`src/rtl/wb_pkg.sv`:
```
// Shared definitions for the writeback stage: width defaults, load size codes
// and the writeback arbiter state type.
package wb_pkg;

   localparam int DEF_ADDR_WIDTH = 5;
   localparam int DEF_DATA_WIDTH = 64;

   localparam logic [1:0] SZ_B = 2'd0;
   localparam logic [1:0] SZ_H = 2'd1;
   localparam logic [1:0] SZ_W = 2'd2;
   localparam logic [1:0] SZ_D = 2'd3;

   typedef enum logic {
      MEM_PRI   = 1'b0,
      ALU_FORCE = 1'b1
   } arb_state_e;

endpackage

```
`src/rtl/wb_stage_load_formatter.sv`:
```
// Combinational load-return formatter: shift the raw aligned word down to the
// access offset, keep the accessed width, then sign- or zero-extend it.
module load_formatter
   import wb_pkg::*;
#(
   parameter int DATA_WIDTH = DEF_DATA_WIDTH
) (
   input  logic [DATA_WIDTH-1:0] rdata,
   input  logic [1:0]            size,
   input  logic                  uns,
   input  logic [2:0]            offset,
   output logic [DATA_WIDTH-1:0] data
);

   logic [DATA_WIDTH-1:0] shifted;

   // Logical shift, so bytes pulled in from above the top of the word are zero.
   assign shifted = rdata >> {offset, 3'b000};

   always_comb begin
      data = shifted;
      unique case (size)
         SZ_B: data = {{(DATA_WIDTH-8){~uns & shifted[7]}}, shifted[7:0]};
         SZ_H: data = {{(DATA_WIDTH-16){~uns & shifted[15]}}, shifted[15:0]};
         SZ_W: data = {{(DATA_WIDTH-32){~uns & shifted[31]}}, shifted[31:0]};
         SZ_D: data = shifted;
      endcase
   end

endmodule

```
`src/rtl/wb_stage.sv`:
```
// Writeback stage: arbitrates ALU results and load returns into one registered
// register-file write port and bypass source. Optional retire counter: WB_RETIRE_CNT_EN.
module wb_stage
   import wb_pkg::*;
#(
   parameter int ADDR_WIDTH   = DEF_ADDR_WIDTH,
   parameter int DATA_WIDTH   = DEF_DATA_WIDTH,
   parameter int STARVE_LIMIT = 4
) (
   input  logic                  clk,
   input  logic                  rst,
   input  logic                  alu_valid,
   output logic                  alu_ready,
   input  logic [ADDR_WIDTH-1:0] alu_rd,
   input  logic [DATA_WIDTH-1:0] alu_data,
   input  logic                  mem_valid,
   output logic                  mem_ready,
   input  logic [ADDR_WIDTH-1:0] mem_rd,
   input  logic [DATA_WIDTH-1:0] mem_rdata,
   input  logic [1:0]            mem_size,
   input  logic                  mem_unsigned,
   input  logic [2:0]            mem_offset,
   output logic                  rf_wen,
   output logic [ADDR_WIDTH-1:0] rf_waddr,
   output logic [DATA_WIDTH-1:0] rf_wdata,
   output logic                  byp_valid,
   output logic [ADDR_WIDTH-1:0] byp_rd,
   output logic [DATA_WIDTH-1:0] byp_data,
`ifdef WB_RETIRE_CNT_EN
   output logic [63:0]           retire_cnt,
`endif
   output logic                  dbg_arb_state
);

   localparam logic [3:0] CNT_LAST = 4'(STARVE_LIMIT - 1);

   arb_state_e            state_q, state_d;
   logic [3:0]            cnt_q, cnt_d;
   logic                  s_valid_q, s_valid_d;
   logic [ADDR_WIDTH-1:0] s_rd_q, s_rd_d;
   logic [DATA_WIDTH-1:0] s_data_q, s_data_d;
   logic [DATA_WIDTH-1:0] load_data;
   logic                  alu_fire, mem_fire;

   load_formatter #(.DATA_WIDTH(DATA_WIDTH)) u_load_formatter (
      .rdata  (mem_rdata),
      .size   (mem_size),
      .uns    (mem_unsigned),
      .offset (mem_offset),
      .data   (load_data)
   );

   // Handshake: a source transfers on a cycle where valid && ready; it must hold
   // valid and payload stable until then. Ready is combinational from both
   // valids and the arbiter state, and is held low while rst is asserted.
   always_comb begin
      alu_ready = 1'b0;
      mem_ready = 1'b0;
      state_d   = state_q;
      cnt_d     = cnt_q;
      unique case (state_q)
         MEM_PRI: begin
            mem_ready = !rst;
            alu_ready = !rst && !mem_valid;
            if (alu_valid && mem_valid) begin
               if (cnt_q == CNT_LAST) begin
                  state_d = ALU_FORCE;
                  cnt_d   = 4'd0;
               end else begin
                  cnt_d = 4'(cnt_q + 4'd1);
               end
            end else begin
               cnt_d = 4'd0;
            end
         end
         ALU_FORCE: begin
            alu_ready = !rst;
            mem_ready = !rst && !alu_valid;
            state_d   = MEM_PRI;
            cnt_d     = 4'd0;
         end
      endcase
   end

   assign alu_fire = alu_valid && alu_ready;
   assign mem_fire = mem_valid && mem_ready;

   // The two ready terms never overlap when both sources are valid, so at most one fires.
   always_comb begin
      s_valid_d = alu_fire || mem_fire;
      s_rd_d    = s_rd_q;
      s_data_d  = s_data_q;
      if (mem_fire) begin
         s_rd_d   = mem_rd;
         s_data_d = load_data;
      end else if (alu_fire) begin
         s_rd_d   = alu_rd;
         s_data_d = alu_data;
      end
   end

   always_ff @(posedge clk or posedge rst) begin
      if (rst) begin
         state_q   <= MEM_PRI;
         cnt_q     <= 4'd0;
         s_valid_q <= 1'b0;
         s_rd_q    <= '0;
         s_data_q  <= '0;
      end else begin
         state_q   <= state_d;
         cnt_q     <= cnt_d;
         s_valid_q <= s_valid_d;
         s_rd_q    <= s_rd_d;
         s_data_q  <= s_data_d;
      end
   end

   assign rf_wen        = s_valid_q && (s_rd_q != '0);
   assign rf_waddr      = s_rd_q;
   assign rf_wdata      = s_data_q;
   assign byp_valid     = rf_wen;
   assign byp_rd        = s_rd_q;
   assign byp_data      = s_data_q;
   assign dbg_arb_state = state_q;

`ifdef WB_RETIRE_CNT_EN
   logic [63:0] retire_q, retire_d;

   // Counts every accepted transfer, x0 writes included; wraps naturally.
   assign retire_d = retire_q + 64'(s_valid_d);

   always_ff @(posedge clk or posedge rst) begin
      if (rst) retire_q <= 64'd0;
      else     retire_q <= retire_d;
   end

   assign retire_cnt = retire_q;
`endif

endmodule

```
`config.mk`:
```
export PLATFORM = sky130hd
export DESIGN_NAME = wb_stage
export DESIGN_NICKNAME = d
export VERILOG_FILES = /design/src/rtl/wb_pkg.sv /design/src/rtl/wb_stage_load_formatter.sv /design/src/rtl/wb_stage.sv
export SDC_FILE = /design/constraint.sdc
export NUM_CORES = 1
export LEC_CHECK = 0
export ABC_CLOCK_PERIOD_IN_PS = 3550
export CAP_MARGIN = 25
export CORE_MARGIN = 2
export CORE_UTILIZATION = 45
export DETAILED_ROUTE_END_ITERATION = 8
export PLACE_DENSITY_LB_ADDON = 0.12
export SLEW_MARGIN = 20
export SYNTH_ARGS = -nofsm -noshare
export SYNTH_HDL_FRONTEND = slang
export SYNTH_SLANG_ARGS = --single-unit
```
`constraint.sdc`:
```
create_clock -name clk -period 3.55 [get_ports clk]
set_input_delay 0.355 -clock clk [delete_from_list [all_inputs] [get_ports clk]]
set_output_delay 0.355 -clock clk [all_outputs]
set_load 0.1 [all_outputs]
```
==> results_dict.tcl <==
set metrics [dict create \
    outcome "completed" \
    ys_ff_latch 75 \
    ys_seq_area_frac 0.313 \
    vias 6098 \
    max_clock_freq_ghz 0.354 \
    slowest_stage "clkdlybuf4s50_1" \
    netlist_area_sq_um 6000 \
    place_hpwl_um 16900 \
    grt.met3_usage 0.0585 \
    criticalPathCategory "flip-flop to output port" \
    cts_hold_buf 0 \
    cp.buffers_inverters 1 \
    tightest_slew_ns 1.04 \
    relSlewSlack 0.300 \
    fp.coreArea_sq_um 13100 \
    finalSetupTns_ns 0 \
    power_leakage_uw 0.00351 \
    rsz0062_at_grt "no" \
    antenna_found_initial 0 \
    synth-simple-area-share 0.125 \
    grt_pass1_wl_um 34100 \
    drt_first_pass_iters 5 \
    path_delay_family "buffers and inverters" \
    async_flop_share 1.00 \
    ant_nets 0 \
    cts_tree "yes" \
    syn2layout_area_growth_pct 47.3 \
    io_buffer_count 290 \
    drc 0 \
    synthAdderAreaFrac 0.00208 \
    synth_compound_area_frac 0.258 \
    finalInstanceArea_sq_um 8850 \
    num_antenna_cells 0 \
    fp.dieW_um 120 \
    final_nets 1009 \
    synth_edf_count 0 \
    ctsLongestPathBuffers 2 \
    finalSetupViolCount 0 \
    die_area_sq_um 14300 \
    dpl_cell_area_sq_um 8500 \
    die_h_um 120 \
    finClkSkew_ns 0.00609 \
    synthFlopType "dfrtp_1" \
    fillers 1087 \
    cp-start-kind "flip-flop" \
    cts.repair.resized 0 \
    htree_levels 3 \
    drt_iter0_drc 397 \
    hold_path_class "flip-flop to flip-flop" \
    met1_usage 0.387 \
    crit_chain "or4_1 > o21a_1 > clkdlybuf4s50_1" \
    num_rows 42 \
    crit_fanout 4 \
    routed_wire_length_per_instance_um 21.0 \
    cpPeakStageDelay_ns 0.97 \
    muxShareOfSynthArea 0.169 \
    grt_max_degree 76 \
    groute.usage.overall 0.308 \
    grt_pass1_vias 6119 \
    placedCellCount 1024 \
    clock_latency_ns 0.35 \
    use_met2 0.533 \
    period_needed_ns 2.82 \
    max-vdd-ir-drop_mv 0.391 \
    cts_setup_buffers 0 \
    hold_viol_final 0 \
    numCtsBuffers 9 \
    synthXorXnorAreaFrac 0.00146 \
    clockRootBuffer "clkbuf_16" \
    vias_per_cell 5.86 \
    worstPathRequired_ns 3.19 \
    report.final.slew_viol_count 0 \
    syn_avg_cell_area_sq_um 9.07 \
    synth.distinct_cells 49 \
    io_pins 291 \
    synthesis.nets 811 \
    finalNonFillerCells 1041 \
    syn-instance-count 662 \
    period_share 0.795 \
    routed_wl_um 21900 \
    start_util 0.457 \
    clock-sinks 75 \
    top_usage_layer "met2" \
    cp-end-kind "output port" \
    powerDensity_nw_per_um2 575 \
    cp.arrival_ns 2.47 \
    cap_violations 0 \
    drive_gt1_frac 0.131 \
    path_clk_slew_ns 0.06 \
    synth_top_family_by_area "compound AO/OA/AOI/OAI gates" \
    globalRouteOverflowTotal 0 \
    ys_warn_count 0 \
    gp_congestion 0.879 \
]
==> per-stage QoR <==
stage | util | setup slack, ns | hold WS (ns) | total power (uW)
after floorplan | - | 0.116 | 0.437 | 3420
after global placement | 0.647 | 0.711 | 0.448 | 4050
after detailed placement | 0.647 | 0.597 | 0.457 | 4060
after CTS | 0.672 | 0.714 | 0.465 | 5100
after global routing | 0.673 | 0.682 | 0.501 | 5240
final | 0.673 | 0.726 | 0.462 | 5080
==> layer usage <==
metal  share of wire  vias up  wire [um]
met5               0        -          0
met4           0.022        0        488
met3           0.078       38       1700
met2            0.51      293      11100
met1            0.39     2992       8610
li1                -     2775          -
==> cells in the final DEF (no fill, tap or decap), drive strengths merged, types with 18 or more instances in the layout <==
| cell | Yosys | layout |
|---|---|---|
| a21oi | 35 | 35 |
| mux2i | 51 | 51 |
| nor2 | 18 | 18 |
| or3 | 20 | 20 |
| dfrtp | 75 | 75 |
| nand2 | 79 | 79 |
| o21ai | 81 | 81 |
| a22oi | 47 | 47 |
| clkdlybuf4s50 | 0 | 286 |
| buf | 88 | 22 |
==> synthesized netlist by cell type, types with 15 or more instances <==
cell type	number	share of area
a22oi_1	19	0.024
dfrtp_1	75	0.31
nand2_1	79	0.049
clkbuf_1	33	0.021
mux2i_1	51	0.085
buf_4	74	0.093
mux4_2	15	0.056
a21oi_1	35	0.029
mux2_2	15	0.028
a22oi_2	28	0.058
or3_1	20	0.021
o21ai_0	80	0.067
nor2_1	18	0.011
==> area by class of cell <==
type                    count  area (sq um)  area share
well taps                 176           220      0.0249
inverters                   6          23.8     0.00269
multi-input cells         460          3360       0.380
flip-flops and latches     75          1880       0.212
repair buffers            308          3040       0.343
clock inverters             5          83.8     0.00948
clock buffers              11           243      0.0274
==> final timing paths <==
check / from / end / slack, ns / cells past startpoint
setup / recovery: byp_rd[1] / byp_valid / 0.73 / 3
hold / removal: cnt_q[0] / cnt_q[0] / 0.46 / 1
setup reg to reg: dbg_arb_state / byp_data[18] / 1.60 / 5
hold reg to reg: cnt_q[0] / cnt_q[0] / 0.46 / 1
max in group asynchronous: rst / byp_data[60] / 2.44 / 4
min in group asynchronous: rst / byp_data[9] / 0.52 / 3
==> power breakdown <==
part           total (uW)  switching, uW  internal [uW]
Sequential           1080            108            972
Clock                1030            390            638
Combinational        2970           2220            750
Total                5080           2720           2360
==> registers in the layout, indices dropped and copies added (netlist names) <==
name / flops
cnt_q: 4
byp_rd: 5
byp_data: 64
dbg_arb_state: 1
s_valid_q: 1
==> cell families after synthesis <==
group / after synthesis
AO/OA/AOI/OAI: 220
AND/OR/NAND/NOR: 157
buffers and inverters: 127
multiplexers: 81
flip-flops: 75
XOR/XNOR: 1
adder cells (fa/ha/maj): 1
No activity file was read; power rests on OpenSTA's default activity.
==> RTL change 1, RTL diff (config.mk and constraints unchanged) <==
The package constant `DEF_ADDR_WIDTH` goes from 5 to 3.
--- a/src/rtl/wb_pkg.sv
+++ b/src/rtl/wb_pkg.sv
@@ -2,7 +2,7 @@
 // and the writeback arbiter state type.
 package wb_pkg;
 
-   localparam int DEF_ADDR_WIDTH = 5;
+   localparam int DEF_ADDR_WIDTH = 3;
    localparam int DEF_DATA_WIDTH = 64;
 
    localparam logic [1:0] SZ_B = 2'd0;
Ports: changed (resized alu_rd, byp_rd, mem_rd and rf_waddr); port bits go from 291 to 283. The function was not compared with the original's and may differ.
==> RTL change 1 against the unedited design <==
Utilization is 0.32 points higher; worst setup slack better by 0.30 ns; die area is 3.0% lower; hold slack better by 0.018 ns; final cell count is 1.2% lower; cell area is 3.5% lower; total power is 5.2% lower; critical endpoint is now byp_data[33]$_DFFE_PP0P_; fmax is 12% higher; register-to-register slack worse by 0.31 ns; sequential cell count is 2 lower; critical path depth is 3 higher; routed wire length is 1.1% lower; area after synthesis is 3.1% lower.
==> RTL change 1: results <==
export IMPL_dp_hpwl_um=16500
export IMPL_antenna_cells=0
export IMPL_worst_slew_pin_slew_ns=1.03
export IMPL_portBuffers=282
export IMPL_antenna_found_initial=0
export IMPL_synth_edff_count=0
export IMPL_ctsResizeCount=0
export IMPL_cts_made_buffers=9
export IMPL_wl_per_cell_um=21.0
export IMPL_yosysSeqAreaShare_pct=31.4
export IMPL_p_leak_nw=3.48
export IMPL_grt_pass1_wl_um=33600
export IMPL_postPlaceCellArea_um2=8240
export IMPL_cp_data_arrival_time_ns=2.77
export IMPL_slowest_stage="clkdlybuf4s50_1"
export IMPL_grt_max_degree=73
export IMPL_drtIter0Drc=533
export IMPL_ys_types=47
export IMPL_layout_filler_cells=1063
export IMPL_post_cts_buffers=0
export IMPL_gp_congestion=0.949
export IMPL_dr_pass1_iters=6
export IMPL_synth_common_cells="94 x o21ai_0, 74 x buf_4, 73 x dfrtp_1, 66 x nand2_1, 65 x mux2i_1"
export IMPL_grt_pass1_vias=6083
export IMPL_clk_latency_ns=0.34
export IMPL_clockBufferDepth=2
export IMPL_synth_most_common_cell="o21ai_0"
export IMPL_htreeDepth=3
export IMPL_worst_clock_skew_ns=0.00471
export IMPL_root_buffer="clkbuf_16"
export IMPL_layout_nets=997
export IMPL_vdd_ir_drop_max_mv=0.346
export IMPL_clk_pin_slew_ns=0.06
export IMPL_syn_nets=810
export IMPL_vias_per_cell=5.91
export IMPL_pre_cts_ws_ns=0.676
export IMPL_hold_viol=0
export IMPL_synth_area_leaders="dfrtp_1 31%, mux2i_1 11%, buf_4 9.5%, o21ai_0 8.1%, nand2_1 4.3%"
export IMPL_largest_register_ffs=64
export IMPL_path_max_fanout=29
export IMPL_async_flop_share_pct=100
export IMPL_hold_class="input pin to async pin"
export IMPL_status="completed"
export IMPL_yosys_warnings=0
export IMPL_grt_util_all_layers_pct=30.5
export IMPL_drive_gt1_share_pct=9.45
export IMPL_max_stage_delay_ns=0.58
-- RTL change 1: cell count changes after synthesis, sizes merged, moves of 8 or more --
cell	delta
nand2	-13
nor2	+11
nand2b	+8
o21ai	+13
a22oi	-16
mux2i	+14
o31a	+8
nand3	-8
-- RTL change 1: power breakdown --
part / total, mW / internal (mW) / switching (mW) / leakage [nW]
logic: 2.84 / 0.708 / 2.13 / 2.44
registers: 1.04 / 0.944 / 0.0998 / 0.899
clock network: 0.935 / 0.561 / 0.373 / 0.142
-- RTL change 1: metal layers --
layer	GRT usage (%)	share of wire [%]
met5	0	0
met4	10.5	2.6
met3	4.41	7.8
met2	51.1	48
met1	40.3	41
-- RTL change 1: area by class of cell --
type	count	share of cell area (%)
Tap cell	172	2.52
Inverter	3	0.147
Clock buffer	11	2.84
Multi-Input combinational cell	467	38.0
Timing Repair Buffer	298	34.4
Clock inverter	5	0.645
Sequential cell	73	21.4
-- RTL change 1: per-stage QoR --
step,utilization (%),hold WS [ns],instances
2_1_floorplan,-,0.437,665
3_3_place_gp,65.1,0.448,1012
3_5_place_dp,65.3,0.468,1013
4_1_cts,67.7,0.481,1029
5_1_grt,67.7,0.495,1029
6_report,67.7,0.480,1029
-- RTL change 1: final timing paths --
| path | from | end | slack [ns] | cells after the start |
|---|---|---|---|---|
| setup reg to reg | dbg_arb_state$_DFF_PP0_ | byp_data[46]$_DFFE_PP0P_ | 1.29 | 6 |
| hold / removal | rst | dbg_arb_state$_DFF_PP0_ | 0.48 | 2 |
| max in group asynchronous | rst | byp_data[28]$_DFFE_PP0P_ | 2.25 | 4 |
| setup / recovery | mem_offset[2] | byp_data[33]$_DFFE_PP0P_ | 1.03 | 6 |
| hold reg to reg | cnt_q[0]$_DFF_PP0_ | cnt_q[0]$_DFF_PP0_ | 0.49 | 1 |
| min in group clk | cnt_q[0]$_DFF_PP0_ | cnt_q[0]$_DFF_PP0_ | 0.49 | 1 |
-- RTL change 1: cells by family after synthesis --
family / count (synthesis) / synth area share [%]
AO/OA/AOI/OAI: 228 / 25.5
AND/OR/NAND/NOR: 153 / 13.0
buffers and inverters: 125 / 13.2
multiplexers: 84 / 16.6
flip-flops: 73 / 31.4
XOR/XNOR: 1 / 0.151
adder cells (fa/ha/maj): 1 / 0.215
-- RTL change 1: critical path: cells and delay by family --
family          cells  cell delay [ns]
compound gates      2             0.53
buf+inv             2             0.92
simple gates        2             0.97
==> RTL change 2, RTL diff (config.mk and constraints unchanged) <==
Without the edit above. Register the output `dbg_arb_state` once more, cleared by the reset; this adds one clock of latency there. The other outputs are not delayed to match.
--- a/src/rtl/wb_stage.sv
+++ b/src/rtl/wb_stage.sv
@@ -121,7 +121,13 @@
    assign byp_valid     = rf_wen;
    assign byp_rd        = s_rd_q;
    assign byp_data      = s_data_q;
-   assign dbg_arb_state = state_q;
+   always_ff @(posedge clk or posedge rst) begin
+      if (rst) begin
+         dbg_arb_state <= '0;
+      end else begin
+         dbg_arb_state <= state_q;
+      end
+   end
 
 `ifdef WB_RETIRE_CNT_EN
    logic [63:0] retire_q, retire_d;
Check against the original RTL: not equivalent (a bounded check fails within 10 cycles, from zero or initial values and one cycle with rst high).
==> RTL change 2 against the unedited design <==
Total power down 2.0%; sequential cell count up 1; routed wire length up 2.2%; clock skew up 0.0012 ns; non-clock buffer count up 2; area after synthesis up 0.42%; cell area up 0.28%; worst setup slack better by 0.0061 ns; critical path type unchanged; critical endpoint unchanged.
==> RTL change 2: results <==
export IMPL_hold_start="state_q$_DFF_PP0_"
export IMPL_grt_max_degree=89
export IMPL_drtIter0Drc=416
export IMPL_pre_cts_ws_ns=0.391
export IMPL_synth_common_cells="80 x o21ai_0, 79 x nand2_1, 76 x dfrtp_1, 74 x buf_4, 51 x mux2i_1"
export IMPL_grt_pass1_vias=6009
export IMPL_reg2reg_depth=6
export IMPL_vdd_ir_drop_max_mv=0.346
export IMPL_rrSetupSlack_ns=1.15
export IMPL_wirelength_met1_um=9010
export IMPL_hold_class="register to register"
export IMPL_fin_crit_sh_pct=79.4
export IMPL_grt_use_met3_pct=5.75
export IMPL_worst_clock_skew_ns=0.00732
export IMPL_gp_congestion=0.943
export IMPL_met2_usage_pct=51.0
export IMPL_worst_slew_pin_slew_ns=0.989
export IMPL_rr_startpoint="state_q$_DFF_PP0_"
export IMPL_num_vias=6120
export IMPL_met3_wirelength_um=1670
export IMPL_synthAdderAreaFrac_pct=0.208
export IMPL_dp_hpwl_um=16800
export IMPL_synth_area_leaders="dfrtp_1 32%, buf_4 9.2%, mux2i_1 8.5%, o21ai_0 6.6%, a22oi_2 5.8%"
export IMPL_yosysSeqAreaShare_pct=31.5
export IMPL_status="completed"
export IMPL_postPlaceCellArea_um2=8530
export IMPL_hold_end="dbg_arb_state$_DFF_PP0_"
export IMPL_layout_filler_cells=1061
export IMPL_p_leak_nw=3.53
export IMPL_synthFlopType="dfrtp_1"
export IMPL_internal_power_mw=2.22
export IMPL_hold_ws_ns=0.422
export IMPL_layout_nets=1012
export IMPL_clk_latency_ns=0.35
export IMPL_drive_gt1_share_pct=13.2
export IMPL_grt_util_all_layers_pct=30.8
export IMPL_synthMuxAreaShare_pct=16.9
export IMPL_grtUsageMet1_pct=39.9
export IMPL_reg2reg_to="byp_data[61]$_DFFE_PP0P_"
export IMPL_wl_per_cell_um=21.4
export IMPL_grt_pass1_wl_um=33800
export IMPL_syn_inst=663
export IMPL_synth_xor_area_share_pct=0.145
export IMPL_highest_layer="met4"
export IMPL_vias_per_cell=5.86
export IMPL_syn_nets=812
export IMPL_synth_compound_area_share_pct=25.7
export IMPL_cp_endpoint="byp_valid"
export IMPL_hold_depth=0
export IMPL_dr_wl_met2_um=11000
## RTL change 2: changes by cell type after synthesis, sizes merged
| cell | unedited run | this run |
|---|---|---|
| dfrtp | 75 | 76 |
## RTL change 2: final cells by class
class                           instances  area (um^2)  share of cell area, %
Timing Repair Buffer                  310         3080                   34.8
Clock inverter                          7         57.6                  0.649
Inverter                                6         23.8                  0.268
Clock buffer                            9          225                   2.54
Sequential cell                        76         1900                   21.4
Multi-Input combinational cell        460         3360                   37.9
Tap cell                              176          220                   2.48
## RTL change 2: power by group through the flow
stage | clock network (mW) | registers [mW] | logic (mW)
6_report | 0.904 | 1.09 | 2.99
5_1_grt | 0.952 | 1.11 | 3.07
4_1_cts | 0.914 | 1.09 | 2.98
3_5_place_dp | 0 | 1.11 | 2.97
3_3_place_gp | 0 | 1.10 | 2.96
2_1_floorplan | 0 | 1.93 | 1.50
## RTL change 2: critical path, stage by stage (launching register included)
cell	delay (ns)
dfrtp_1	0.41
or4_1	0.52
o21a_1	0.19
clkdlybuf4s50_1	0.97
